===== src/rtl/pll_reset_seq.sv =====
// pll_reset_seq
// Reset sequencer for logic clocked by the PLL core output. It synchronises the
// raw PLL lock flag and requires lock to stay high for LOCK_STABLE_CYCLES cycles.
// It then holds reset for a further HOLD_CYCLES cycles before releasing the
// downstream pipeline. Any loss of lock while running re-asserts reset and is
// recorded in the sticky and counted status outputs.
//
// Ports
//   clk              in   PLL core clock, rising edge
//   reset            in   synchronous active-high reset
//   pll_lock         in   raw PLL lock flag, asynchronous to clk
//   sys_reset        out  active-high downstream reset, registered
//   sys_ready        out  high only while running, registered, ~sys_reset
//   lock_lost        out  sticky flag, set on lock loss while running
//   lock_loss_count  out  saturating count of lock losses while running
//
// state      | meaning
// -----------+----------------------------------------------
// ST_WAIT    | waiting for synchronised lock to go high
// ST_STABLE  | counting consecutive lock-high cycles
// ST_HOLD    | lock qualified, guard interval with reset held
// ST_RUN     | downstream released

module pll_reset_seq #(
    parameter int LOCK_STABLE_CYCLES = 1024,
    parameter int HOLD_CYCLES        = 16
) (
    input  logic       clk,
    input  logic       reset,
    input  logic       pll_lock,
    output logic       sys_reset,
    output logic       sys_ready,
    output logic       lock_lost,
    output logic [7:0] lock_loss_count
);

    localparam int SW = (LOCK_STABLE_CYCLES > 1) ? $clog2(LOCK_STABLE_CYCLES) : 1;
    localparam int HW = (HOLD_CYCLES > 1) ? $clog2(HOLD_CYCLES) : 1;
    localparam logic [SW-1:0] SCNT_LAST = SW'(LOCK_STABLE_CYCLES - 1);
    localparam logic [HW-1:0] HCNT_LAST = HW'(HOLD_CYCLES - 1);

    typedef enum logic [1:0] {
        ST_WAIT   = 2'd0,
        ST_STABLE = 2'd1,
        ST_HOLD   = 2'd2,
        ST_RUN    = 2'd3
    } state_t;

    state_t        state_q, state_d;
    logic [SW-1:0] scnt_q, scnt_d;
    logic [HW-1:0] hcnt_q, hcnt_d;
    logic          sync1_q, sync1_d;
    logic          sync2_q, sync2_d;
    logic          sys_reset_q, sys_reset_d;
    logic          sys_ready_q, sys_ready_d;
    logic          lock_lost_q, lock_lost_d;
    logic [7:0]    loss_cnt_q, loss_cnt_d;
    logic          lock_s;

    assign lock_s = sync2_q;

    always_comb begin
        sync1_d     = pll_lock;
        sync2_d     = sync1_q;
        state_d     = state_q;
        scnt_d      = scnt_q;
        hcnt_d      = hcnt_q;
        lock_lost_d = lock_lost_q;
        loss_cnt_d  = loss_cnt_q;

        case (state_q)
            ST_WAIT: begin
                if (lock_s) begin
                    state_d = ST_STABLE;
                    scnt_d  = '0;
                end
            end
            ST_STABLE: begin
                if (!lock_s) begin
                    state_d = ST_WAIT;
                end else if (scnt_q == SCNT_LAST) begin
                    state_d = ST_HOLD;
                    hcnt_d  = '0;
                end else begin
                    scnt_d = scnt_q + SW'(1);
                end
            end
            ST_HOLD: begin
                if (!lock_s) begin
                    state_d = ST_WAIT;
                end else if (hcnt_q == HCNT_LAST) begin
                    state_d = ST_RUN;
                end else begin
                    hcnt_d = hcnt_q + HW'(1);
                end
            end
            ST_RUN: begin
                if (!lock_s) begin
                    state_d     = ST_WAIT;
                    lock_lost_d = 1'b1;
                    if (loss_cnt_q != 8'hFF) begin
                        loss_cnt_d = loss_cnt_q + 8'd1;
                    end
                end
            end
            default: state_d = ST_WAIT;
        endcase

        // Outputs follow next-state so they change on the same edge as the state.
        sys_reset_d = (state_d != ST_RUN);
        sys_ready_d = (state_d == ST_RUN);
    end

    always_ff @(posedge clk) begin
        if (reset) begin
            state_q     <= ST_WAIT;
            scnt_q      <= '0;
            hcnt_q      <= '0;
            sync1_q     <= 1'b0;
            sync2_q     <= 1'b0;
            sys_reset_q <= 1'b1;
            sys_ready_q <= 1'b0;
            lock_lost_q <= 1'b0;
            loss_cnt_q  <= 8'd0;
        end else begin
            state_q     <= state_d;
            scnt_q      <= scnt_d;
            hcnt_q      <= hcnt_d;
            sync1_q     <= sync1_d;
            sync2_q     <= sync2_d;
            sys_reset_q <= sys_reset_d;
            sys_ready_q <= sys_ready_d;
            lock_lost_q <= lock_lost_d;
            loss_cnt_q  <= loss_cnt_d;
        end
    end

    assign sys_reset       = sys_reset_q;
    assign sys_ready       = sys_ready_q;
    assign lock_lost       = lock_lost_q;
    assign lock_loss_count = loss_cnt_q;

endmodule


===== config.mk =====
export PLATFORM = sky130hd
export DESIGN_NAME = pll_reset_seq
export DESIGN_NICKNAME = d
export VERILOG_FILES = /design/src/rtl/pll_reset_seq.sv
export SDC_FILE = /design/constraint.sdc
export NUM_CORES = 1
export LEC_CHECK = 0
export CAP_MARGIN = 10
export CORE_ASPECT_RATIO = 1.75
export CORE_MARGIN = 1
export CORE_UTILIZATION = 40
export DETAILED_ROUTE_END_ITERATION = 10
export GPL_ROUTABILITY_DRIVEN = 0
export PLACE_DENSITY = 0.67
export SYNTH_ARGS = -nofsm -noshare
export SYNTH_HDL_FRONTEND = slang
export SYNTH_SLANG_ARGS = --single-unit

===== constraint.sdc =====
create_clock -name clk -period 1.9 [get_ports clk]
set_input_delay 0.38 -clock clk [delete_from_list [all_inputs] [get_ports clk]]
set_output_delay 0.38 -clock clk [all_outputs]
set_load 0.02 [all_outputs]

==> run summary <==
Pleak: 0.0005902 uW
Simple-Gate Fraction of Synth Area: 0.3316
Predominant post-synthesis flop cell: dfxtp_1
Initial core utilization: 0.4196
Total power: 1130 uW
Yosys reg bits: 29
Initial antenna violation count: 0
Clock skew: 0.003615 ns
FMAX: 571.4 MHz
Commonest non-fill, non-tap cell in the layout: dfxtp_1
Post-layout util: 0.4933
CP max stage cell: clkdlybuf4s50_1
PnR worst setup slack: 0.1500 ns
Row count: 28
DRT antenna net count: 0
Outcome: finished, final reports clean
Post-Synth Adder-Cell Area: 0.02660
Min-delay worst type: reg -> reg
Fin. Hold Viols: 0
Async SR Flop Fraction: 0
TritonRoute pass-1 iters: 4
Synth Area in XOR/XNOR: 0.03103
Area growth from synthesis to layout: 17.55%
Pwr Density: 680.8 mW/mm2
Crit Path Category: reg -> out
Die area: 0.003779 mm2
Rel. slew slack: 0.7068
Detail Placement HPWL: 2102 um
Diodes inserted: 0
Resized Gates After CTS: 0
Post-synth cell types: 47
Unrepaired setup endpoints after global routing: false
Endpoints failing setup: 0
CTS Sinks: 29
Post-Route WL: 2902 um
First-pass GRT wire length: 4774 um
Crit path arrival time: 1.37 ns
Warnings, synthesis: 0
Yosys top cell by area: dfxtp_1
Worst Min Path Start: sync1_q
Dpl ws: 0.2071 ns
Syn Inst Count: 148
Startpoint Class: flop
EDFF count, synth: 0
Maximum VDD drop: 0.5900 mV
GR Util All Layers: 0.1781
Worst-Skew Late Latency: 0.28 ns
Gr ovfl total: 0
Mux share of post-synthesis cell area: 0.02128
Synthesized cell area: 0.001411 mm2
Hold path depth: 1
Post-route setup TNS: 0 ns
Actual slew at the worst max-slew pin: 0.4362 ns
Post-route DRC: 0
Core area: 0.003363 mm2
Reg-to-Reg End: hcnt_q[1]
Main combinational cell family by area after synthesis: simple AND/OR/NAND/NOR gates
Reg clk slew, reported paths: 0.06 ns
Violation count after the first detailed-route iteration: 23
Final min period: 1.750 ns
Post-CTS Setup Repair Bufs: 0
Vias post-DR: 1150
Post-synthesis sequential area ratio: 0.4113
Clock buffer count from CTS: 5
H-tree lvl count: 2
Final Net Count: 171
Compound-Gate Fraction of Synth Area: 0.1489
Synth top area cells: dfxtp_1 41%, a21oi_1 3.9%, nor2_1 3.5%
Die W: 46.90 um
Max Slew Vio Count: 0
Vias in the first global route: 1152
CTS tree: built
Crit path required time: 1.52 ns
Worst Hold Margin: 0.4484 ns
Layout cell share with drive strength beyond 1: 0.1325
Critical path peak fanout: 7
CP cell instances: clkdlybuf4s50_1
WL/cell: 13.75 um
CP endpoint kind: primary output
RR Startpoint: scnt_q[1]
Max Buffers Root-to-Sink: 2
Stages on the worst setup path: 1
Largest net degree at the start of global routing: 17
Worst path buffer plus inverter count: 1
Via density: 5.450
Synth Net Count: 154
Cts-stage hold buffer count: 0
Final period util: 0.9210
Die Ht: 80.58 um
Cell count of the worst reg-to-reg path: 5
Slowest Stage Delay on Critical Path: 0.65 ns
R2R Setup Slk: 0.25 ns
Post-Syn Area per Cell: 9.536 um2
Commonest cells after routing, fill and taps aside: 29 x dfxtp_1, 13 x nor2_1, 13 x clkdlybuf4s50_1
Post-synth top area share: 0.4113
IO Pins: 14
Max-Cap Viols: 0
Filler cells: 336
Hold Crit Endpoint: lock_s
Delay-heaviest family, CP: buffers and inverters
Root Driver: clkbuf_8
IO Port Bufs: 13
-- registers in the layout (all words and copies together), names as in the netlist --
| name | flops |
|---|---|
| hcnt_q | 4 |
| lock_loss_count | 8 |
| lock_lost | 1 |
| lock_s | 1 |
| scnt_q | 10 |
| state_q | 2 |
| sync1_q | 1 |
| sys_ready | 1 |
| sys_reset | 1 |
-- kinds of logic after synthesis --
logic type,count (synthesis)
flip-flops,29
AND/OR/NAND/NOR,69
AO/OA/AOI/OAI,31
XOR/XNOR,5
buffers and inverters,8
multiplexers,3
adder cells (fa/ha/maj),3
-- metrics by stage --
stage               instance area (um2)  std cells
floorplan                          1411        148
global placement                   1579        203
detailed placement                 1579        203
CTS                                1659        211
global route                       1659        211
finish                             1659        211
-- final cells by class --
cell class	instances	area, um2	share of cell area
inverter	4	15.01	0.009050
tap	45	56.30	0.03394
timing repair buffer	14	137.6	0.08296
clock buffer	8	80.08	0.04827
multi-input combinational	111	789.5	0.4759
sequential	29	580.6	0.3499
-- cell usage after synthesis, drive strengths merged, types with 3 or more instances --
master and count:
dfxtp 29, nor2 13, a21oi 11, nand3 8, nand2 6, o21ai 6, o31ai 6, and3 4
inv 4, nand4 4, nor3 4, nor4 4, or3 4, or4 4, xor2 4, and4b 3
ha 3, mux2i 3, nor2b 3
-- worst register-to-register path, stage by stage (launching register included) --
cell	delay [ns]
dfxtp_1	0.41
ha_1	0.25
nand3_2	0.15
nor4_2	0.46
or4b_1	0.18
o21ai_0	0.07
-- how the worst max path moves through the flow --
stage	slack, ns	start	end
after detailed placement	0.21	reset	sys_reset
after floorplan	0.42	scnt_q[1]	scnt_q[2]
after global placement	0.20	reset	sys_reset
after CTS	0.14	lock_loss_count[2]	lock_loss_count[2]
final	0.15	lock_loss_count[2]	lock_loss_count[2]
after global routing	0.09	lock_loss_count[2]	lock_loss_count[2]
-- power by group --
group	switching [uW]	internal, uW
clock network	219	259
logic	18.2	13.7
registers	5.79	614
total	243	887
-- per-layer routing --
metal	track usage	up-vias	routed length (um)
met2	0.3375	17	1638
met3	0.06067	4	102
li1	-	584	-
met4	0.07714	0	49
met1	0.1541	545	1112
met5	0	-	0
Power figures use the tool's default switching activity.
